<file path="src/rtl/div_pkg.sv">
// rtl/div_pkg.sv - shared width, counter terminal, state encoding and sign helpers for div_16bit
package div_pkg;

  localparam int WIDTH = 16;
  localparam int CNT_W = 5;
  localparam logic [CNT_W-1:0] CNT_TERM = 5'd16;

  typedef enum logic [1:0] {
    IDLE   = 2'd0,
    DIVIDE = 2'd1,
    FINISH = 2'd2
  } state_t;

  function automatic logic [WIDTH-1:0] negate(input logic [WIDTH-1:0] x);
    return ~x + WIDTH'(1);
  endfunction

  // |-32768| wraps back to 0x8000, which is the correct unsigned magnitude
  function automatic logic [WIDTH-1:0] magnitude(input logic [WIDTH-1:0] x);
    return x[WIDTH-1] ? negate(x) : x;
  endfunction

endpackage

</file>
<file path="src/rtl/sub_17bit.sv">
// rtl/sub_17bit.sv - combinational WIDTH+1 bit subtractor: full adder chain, inverted subtrahend, carry-in 1
module sub_17bit
  import div_pkg::*;
(
  input  logic [WIDTH:0] i_a,
  input  logic [WIDTH:0] i_b,
  output logic [WIDTH:0] o_diff
);

  logic [WIDTH:0] w_b_n;
  logic [WIDTH:0] w_carry;

  assign w_b_n      = ~i_b;
  assign w_carry[0] = 1'b1;

  for (genvar i = 0; i <= WIDTH; i++) begin : g_fa
    assign o_diff[i] = i_a[i] ^ w_b_n[i] ^ w_carry[i];
    if (i < WIDTH) begin : g_carry
      assign w_carry[i+1] = (i_a[i] & w_b_n[i]) | (w_carry[i] & (i_a[i] ^ w_b_n[i]));
    end
  end

endmodule

</file>
<file path="src/rtl/div_16bit.sv">
// rtl/div_16bit.sv - sequential signed restoring divider, one quotient bit per clock, 18-cycle op
module div_16bit
  import div_pkg::*;
(
  input  logic             i_clk,
  input  logic             i_rst,
  input  logic             i_start,
  input  logic [WIDTH-1:0] i_dividend,
  input  logic [WIDTH-1:0] i_divisor,
  output logic [WIDTH-1:0] o_quotient,
  output logic [WIDTH-1:0] o_remainder,
  output logic             o_ready,
  output logic             o_busy,
  output logic             o_div_by_zero,
  output logic             o_ovf
);

  state_t           r_state;
  logic [CNT_W-1:0] r_count;
  logic [WIDTH-1:0] r_dvd_mag;   // dividend bits shift out the top, quotient bits shift in the bottom
  logic [WIDTH-1:0] r_dvs_mag;
  logic [WIDTH-1:0] r_part;
  logic [WIDTH-1:0] r_dividend;
  logic             r_sign_q;
  logic             r_sign_r;
  logic             r_dbz;
  logic             r_ovf;

  logic [WIDTH:0]   w_shifted;
  logic [WIDTH:0]   w_trial;
  logic             w_keep;
  logic [CNT_W-1:0] w_count_inc;

  assign w_shifted   = {r_part, r_dvd_mag[WIDTH-1]};
  assign w_keep      = ~w_trial[WIDTH];
  assign w_count_inc = r_count + CNT_W'(1);

  sub_17bit u_sub (
    .i_a    (w_shifted),
    .i_b    ({1'b0, r_dvs_mag}),
    .o_diff (w_trial)
  );

  always_ff @(posedge i_clk or posedge i_rst) begin
    if (i_rst) begin
      r_state       <= IDLE;
      r_count       <= '0;
      r_dvd_mag     <= '0;
      r_dvs_mag     <= '0;
      r_part        <= '0;
      r_dividend    <= '0;
      r_sign_q      <= 1'b0;
      r_sign_r      <= 1'b0;
      r_dbz         <= 1'b0;
      r_ovf         <= 1'b0;
      o_quotient    <= '0;
      o_remainder   <= '0;
      o_ready       <= 1'b0;
      o_busy        <= 1'b0;
      o_div_by_zero <= 1'b0;
      o_ovf         <= 1'b0;
    end else begin
      case (r_state)
        IDLE: begin
          o_ready <= 1'b0;
          if (i_start) begin
            r_dividend <= i_dividend;
            r_dvd_mag  <= magnitude(i_dividend);
            r_dvs_mag  <= magnitude(i_divisor);
            r_sign_q   <= i_dividend[WIDTH-1] ^ i_divisor[WIDTH-1];
            r_sign_r   <= i_dividend[WIDTH-1];
            r_dbz      <= (i_divisor == '0);
            r_ovf      <= (i_dividend == {1'b1, {(WIDTH-1){1'b0}}}) && (i_divisor == '1);
            r_part     <= '0;
            r_count    <= '0;
            o_busy     <= 1'b1;
            r_state    <= DIVIDE;
          end
        end
        DIVIDE: begin
          r_dvd_mag <= {r_dvd_mag[WIDTH-2:0], w_keep};
          r_part    <= w_keep ? w_trial[WIDTH-1:0] : w_shifted[WIDTH-1:0];
          r_count   <= w_count_inc;
          if (w_count_inc == CNT_TERM) begin
            r_state <= FINISH;
          end
        end
        FINISH: begin
          // A zero divisor leaves q=all ones in the datapath; the result is overridden here
          if (r_dbz) begin
            o_quotient  <= '0;
            o_remainder <= r_dividend;
          end else begin
            o_quotient  <= r_sign_q ? negate(r_dvd_mag) : r_dvd_mag;
            o_remainder <= r_sign_r ? negate(r_part) : r_part;
          end
          o_div_by_zero <= r_dbz;
          o_ovf         <= r_ovf;
          o_ready       <= 1'b1;
          o_busy        <= 1'b0;
          r_state       <= IDLE;
        end
        default: begin
          r_state <= IDLE;
          o_busy  <= 1'b0;
          o_ready <= 1'b0;
        end
      endcase
    end
  end

endmodule

</file>
<file path="config.mk">
export PLATFORM = sky130hd
export DESIGN_NAME = div_16bit
export DESIGN_NICKNAME = d
export VERILOG_FILES = /design/src/rtl/div_pkg.sv /design/src/rtl/sub_17bit.sv /design/src/rtl/div_16bit.sv
export SDC_FILE = /design/constraint.sdc
export NUM_CORES = 1
export LEC_CHECK = 0
export ABC_AREA = 1
export CAP_MARGIN = 20
export CORE_MARGIN = 1.5
export CORE_UTILIZATION = 41
export CTS_CLUSTER_DIAMETER = 80
export DETAILED_ROUTE_END_ITERATION = 7
export GPL_TIMING_DRIVEN = 1
export PLACE_DENSITY = 0.66
export RECOVER_POWER = 100
export SYNTH_ARGS = -nofsm -noshare
export SYNTH_HDL_FRONTEND = slang
export SYNTH_SLANG_ARGS = --single-unit
</file>
<file path="constraint.sdc">
create_clock -name i_clk -period 8.95 [get_ports i_clk]
set_clock_uncertainty 0.15 [all_clocks]
set_input_delay 1.3425 -clock i_clk [delete_from_list [all_inputs] [get_ports i_clk]]
set_output_delay 1.3425 -clock i_clk [all_outputs]
set_load 0.05 [all_outputs]
</file>
After elaboration in Yosys (flattened, before gate mapping)

Cells that the tools add are included.

Flip-flop bits (word level): 111
Input port bits: 35
Output and inout bits: 36
Logic and storage cells: 144

Add/subtract/negate cells: 5
Eq/ne operators: 7
Muxes and demuxes: 19
Bitwise gates (word level): 89
Reduce and logical (&&, ||, !) cells: 8

Operators by type and width:

| kind                                                                   | count |
|---|---|
| 16-bit two-way mux                                                     | 9 |
| 16-bit by 1-bit adder with 16-bit output (second input constant)       | 4 |
| 16-bit inverter                                                        | 4 |
| 16-bit one-hot mux with 2 select lines                                 | 2 |
| 1-bit bitwise XOR                                                      | 34 |
| 16-bit equality test (second input constant)                           | 2 |
| 1-bit AND                                                              | 31 |
| 16-bit inverter with 17-bit output                                     | 1 |
| 16-bit logical NOT                                                     | 1 |
| 1-bit OR                                                               | 16 |
| 5-bit one-hot mux with 2 select lines                                  | 1 |
| 2-bit AND reduction                                                    | 4 |
| 5-bit by 1-bit adder with 5-bit output (second input constant)         | 1 |
| 5-bit equality test (second input constant)                            | 1 |
| 5-bit two-way mux                                                      | 1 |
| 2-bit two-way mux                                                      | 2 |
| 2-bit != test (second input constant)                                  | 2 |
| 1-bit one-hot mux with 2 select lines                                  | 2 |
| 2-bit one-hot mux with 2 select lines                                  | 1 |
| 1-bit inverter                                                         | 3 |
| 2-bit by 1-bit equality test with 1-bit output (second input constant) | 1 |
| 2-bit equality test (second input constant)                            | 1 |
| 2-bit logical NOT                                                      | 1 |
| 2-bit nonzero test                                                     | 1 |
| other kinds (2)                                                        | 2 |

Logic depth before layout (Yosys ltp)

Depth after elaboration: 36
Gate-level depth with buffers: 28
Depth with buffers taken out: 28

Modules after synthesis

Synthesis repeated with hierarchy kept, for this count alone.

Cell total of the unflattened synthesis: 851
Area total of the unflattened synthesis: 6513.7 um^2

Modules (own cells, without submodules):

| module    | instances | cells an instance | area each (um^2) | seq. area each (um^2) |
|---|---|---|---|---|
| div_16bit | 1         | 793               | 6042.0           | 2752.6 |
| sub_17bit | 1         | 58                | 471.7            | 0.0 |

Least setup slack after synthesis

OpenSTA, ideal clock, no wires.

Kind: register to register
Start point: register r_dvd_mag[15]
End point: register r_part[15]
Setup time: 130 ps
Data arrival time: 6624 ps
Data required time: 8670 ps
Setup slack: 2046 ps
Cell stages (with the launch flop): 28
Path buffers: 1
Period minus slack after synthesis: 6904 ps
Cell sequence: dfrtp_1 > inv_1 > ha_1 > inv_1 > fa_1 > inv_1 > fa_1 > inv_1 > fa_1 > fa_1 > fa_1 > fa_1 > fa_1 > fa_1 > fa_1 > fa_1 > fa_1 > fa_1 > fa_1 > fa_1 > inv_1 > fa_1 > nand2_1 > nand2_1 > inv_2 > buf_2 > o211ai_1 > o21ai_0

Cells in the longest elaborated chain, start to end: 35
Elaborated cells on any way between the ends: 37

RTL lines:

| what                                           | RTL line        | source |
|---|---|---|
| from (decl)                                    | div_16bit.sv:20 | `logic [WIDTH-1:0] r_dvd_mag;` |
| from (signal assigned)                         | div_16bit.sv:68 | `r_dvd_mag <= magnitude(i_dividend);` |
| from (signal assigned)                         | div_16bit.sv:81 | `r_dvd_mag <= {r_dvd_mag[WIDTH-2:0], w_keep};` |
| 1-bit AND or 1-bit bitwise XOR (tied branches) | sub_17bit.sv:19 | `assign w_carry[i+1] = (i_a[i] & w_b_n[i]) \| (w_carry[i] & (i_a[i] ^ w_b_n[i]));` |
| 1-bit OR (*)                                   | sub_17bit.sv:19 |  |
| 1-bit AND (*)                                  | sub_17bit.sv:19 |  |
| 1-bit OR (*)                                   | sub_17bit.sv:19 |  |
| 1-bit AND (*)                                  | sub_17bit.sv:19 |  |
| 1-bit OR (*)                                   | sub_17bit.sv:19 |  |
| 1-bit AND (*)                                  | sub_17bit.sv:19 |  |
| 1-bit OR (*)                                   | sub_17bit.sv:19 |  |
| [19 not listed]                                | n/a             |  |
| 1-bit OR (*)                                   | sub_17bit.sv:19 |  |
| 1-bit AND (*)                                  | sub_17bit.sv:19 |  |
| 1-bit OR (*)                                   | sub_17bit.sv:19 |  |
| 1-bit AND                                      | sub_17bit.sv:19 |  |
| 1-bit OR                                       | sub_17bit.sv:19 |  |
| 1-bit bitwise XOR                              | sub_17bit.sv:17 | `assign o_diff[i] = i_a[i] ^ w_b_n[i] ^ w_carry[i];` |
| 16-bit two-way mux (*)                         | div_16bit.sv:82 | `r_part <= w_keep ? w_trial[WIDTH-1:0] : w_shifted[WIDTH-1:0];` |
| 16-bit one-hot mux with 2 select lines (*)     | div_16bit.sv:63 | `case (r_state)` |
| to (signal assigned)                           | div_16bit.sv:82 |  |
| to (decl)                                      | div_16bit.sv:22 | `logic [WIDTH-1:0] r_part;` |

Every way passes the cells marked *; elsewhere a longest branch is shown, timed or not.
A chain may end at the register's enable or synchronous reset.

Final worst setup path

Same ends and word-level chain as after synthesis.

==> metrics <==
met3 usage in global routing=~2.3%; Starting DRT DRC Count=roughly 380; worst vdd ir=0.000140 V; Fin Setup TNS=0 ns; Top Ports=a little over 70; synthesis-to-finish area growth=17.2%; number of enable flip-flop cells after synthesis=0; CP max FO=19; clock slew at the register clock pins of the worst setup and hold paths=0.08 ns; slowest cell on the critical path=sky130_fd_sc_hd__dfrtp_1; distinct cell type count of the synthesized netlist=35; proportion of synthesized chip area in sequential cells=between 40% and 50%; die outline height=between 100 and 150 um; detailed placement HPWL=about 12 mm; count of endpoints failing hold in the final timing report=0; largest delay contributor family on the critical path=adder cells; most frequent cell on the critical path=sky130_fd_sc_hd__fa_1; die span in x=around 130 um; Final Max Slew Viols=slightly below 200; sink of the worst hold path=o_ready; number of diodes=0; Placeable Area=~15000 um^2; GRT Residual Overflow=0; routed wire length=about 16 mm; remaining number of nets flagged by the antenna check after routing=0; Hold Crit Class=flop to flop; unrepaired setup endpoints after global routing=no; critical path capture point type=flop; Max stage delay on crit path=around 0.42 ns; met1 track demand over resource=32.0%; status=finished, violations left; final period utilization=a little over four fifths; total number of vias=between 5000 and 6000; switching power=1.16 mW; fraction of power consumed by the clock network=between 15 and 20%; number of port buffers=70; number of warnings reported in the yosys synthesis log=0; total power divided by cell area=around 340 nW/um^2; predominant post-synthesis flop cell=sky130_fd_sc_hd__dfrtp_1; clock tree buffer depth=2; gp weighted congestion=0.849; cell depth of the worst min-delay path=2; initial antenna violation count=0; Final setup violation count=0; most common library cell in the layout ignoring fill and taps=sky130_fd_sc_hd__nand2_1; clock network latency to the later pin of the worst-skew pair=0.36 ns; post-route worst hold slack=0.328 ns; part of the power in combinational logic=roughly 48%; violated checks=max-capacitance violations, max-slew violations; Net Count, Synth=approximately 880; met2 layer usage reported by global route=31.9%; average cell area after synthesis=between 7 and 8 um^2; Mapped Cells=just over 800; number of global-route vias before repair=~5200; #FFs+latches synth=between 100 and 150; transition time at the pin with the least slew margin=~3.3 ns; sequential group share of total power=35.9%; reported max-cap violation count=4; Post-CTS Repair Setup Buffers=0; DIE AREA=16200 um^2; capture instance of the worst register-to-register path=r_part[15]; required time of the worst setup path=9.01 ns; number of core rows=45; clock tree from TritonCTS=built; Syn Std Cell Area=~6300 um^2; first-pass GRT wire length=27.1 mm; worst reg2reg path startpoint=r_dvd_mag[15]; initial cell density of the core=about two fifths; Sw Ratio=between 40% and 50%; number of standard cells in the layout, taps in and fillers out=approximately 1100; remaining max-slew budget at the tightest pin=-121%; internal power summed over all cells=roughly 1.4 mW; Static Leak=3.55 nW; largest net degree at the start of global routing=63; Clock Sinks=110; Data arrival, critical path=approximately 7.6 ns; Root Buffer=sky130_fd_sc_hd__clkbuf_16; number of buffer and inverter instances along the worst setup path=8; level count of the clock H-tree=3; register-to-register setup slack=between 1 and 1.5 ns; launch instance of the worst min-delay path=o_ready; Tot GR Track Use=21.1%; # DRC=0; NumNets Final=~940; Worst Path Class, Setup=flop to flop; final routed wire length divided by cell count=~15 um; most heavily used metal layer in global routing=met1; Synth async-reset ratio=100%; share of final-layout standard cells stronger than drive strength 1=between 2 and 3%; depth of the worst register-to-register path=29; Final Critical Period=around 7.6 ns; Setup crit start kind=flop; post-cts resize count=0; highest-count cells in the layout ignoring fill and taps=213 x sky130_fd_sc_hd__nand2_1, 110 x sky130_fd_sc_hd__dfrtp_1, 98 x sky130_fd_sc_hd__inv_1, 92 x sky130_fd_sc_hd__nand3_1, 85 x sky130_fd_sc_hd__nor2_1; Post-Place Cells=1058; Via-to-Cell Ratio=5.20; highest attainable clock frequency=~130 MHz; total clock buffers created by CTS=9; hold-fix buffers at CTS=0; number of search-and-repair iterations in the first detailed-routing pass=5
through the flow:
step | worst slack [ns] | area, um^2 | power, mW | utilization (%)
2_1_floorplan | 2.05 | 6320 | 1.80 | -
3_3_place_gp | 1.72 | 7140 | 2.12 | 47.2
3_5_place_dp | 1.63 | 7140 | 2.14 | 47.2
4_1_cts | 1.61 | 7430 | 2.54 | 49.1
5_1_grt | 0.959 | 7410 | 2.76 | 48.9
6_report | 1.39 | 7410 | 2.52 | 48.9
synthesized netlist by cell type, drive strengths merged, types with 11 or more instances:
library cell	count	area, um^2
fa	15	300
dfrtp	110	2750
a21oi	14	70.1
a22oi	14	105
o21ai	76	380
o22ai	15	93.8
buf	19	109
nand2	214	811
nand3	93	470
clkbuf	11	41.3
xor2	13	114
nor2	85	337
inv	101	379
worst max-delay path by stage:
stage	from	endpoint	slack (ns)	depth (start not counted)
finish	r_dvd_mag[15]	r_part[15]	1.39	29
global route	r_dvd_mag[15]	r_part[14]	0.96	28
CTS	r_dvd_mag[15]	r_part[15]	1.61	29
detailed placement	r_dvd_mag[15]	r_part[15]	1.63	29
global placement	r_dvd_mag[15]	r_part[15]	1.72	29
floorplan	r_dvd_mag[15]	r_part[15]	2.05	27
final cells by class:
cell class                      instances  area [um^2]
Tap cell                              188          235
Sequential cell                       110         2750
Inverter                              102          384
Fill cell                            1487         7740
Clock buffer                           11          253
Timing Repair Buffer                   74          723
Clock inverter                          5         40.0
Multi-Input combinational cell        584         3020
per-layer routing:
metal	vias to the layer above	part of all wire (%)
met3	19	3.8
li1	2793	-
met1	2647	52
met2	127	43
met5	-	0
met4	0	1.7
registers in the layout, summed over array words and instances (netlist names), 2 cells and up:
signal       cells
o_quotient      16
o_remainder     16
r_count          5
r_dividend      16
r_dvd_mag       16
r_dvs_mag       16
r_part          16
r_state          2
kinds of logic (layout without fill, tap and decap cells):
kind of cell	after synthesis	in the layout	synth area share, %
and+or+nand+nor	409	409	27.2
AOI/OAI and AO/OA	140	140	12.9
buffers and inverters	132	192	8.43
DFF	110	110	43.5
adders and majority gates	22	22	6.13
xor gates and xnor gates	13	13	1.80
power by group through the flow:
| stage | Combinational (mW) | Clock (mW) | Sequential (mW) |
|---|---|---|---|
| global placement | 1.21 | 0 | 0.909 |
| finish | 1.21 | 0.402 | 0.904 |
| floorplan | 0.815 | 0 | 0.987 |
| global route | 1.39 | 0.427 | 0.939 |
| CTS | 1.23 | 0.405 | 0.904 |
| detailed placement | 1.23 | 0 | 0.913 |
tightest hold or removal path, cell delays in order (launching register included):
cell,delay (ns)
sky130_fd_sc_hd__dfrtp_1,0.35
sky130_fd_sc_hd__nand2_1,0.05
sky130_fd_sc_hd__nand2_1,0.05
Note: power is estimated with default switching activity, not from simulation.
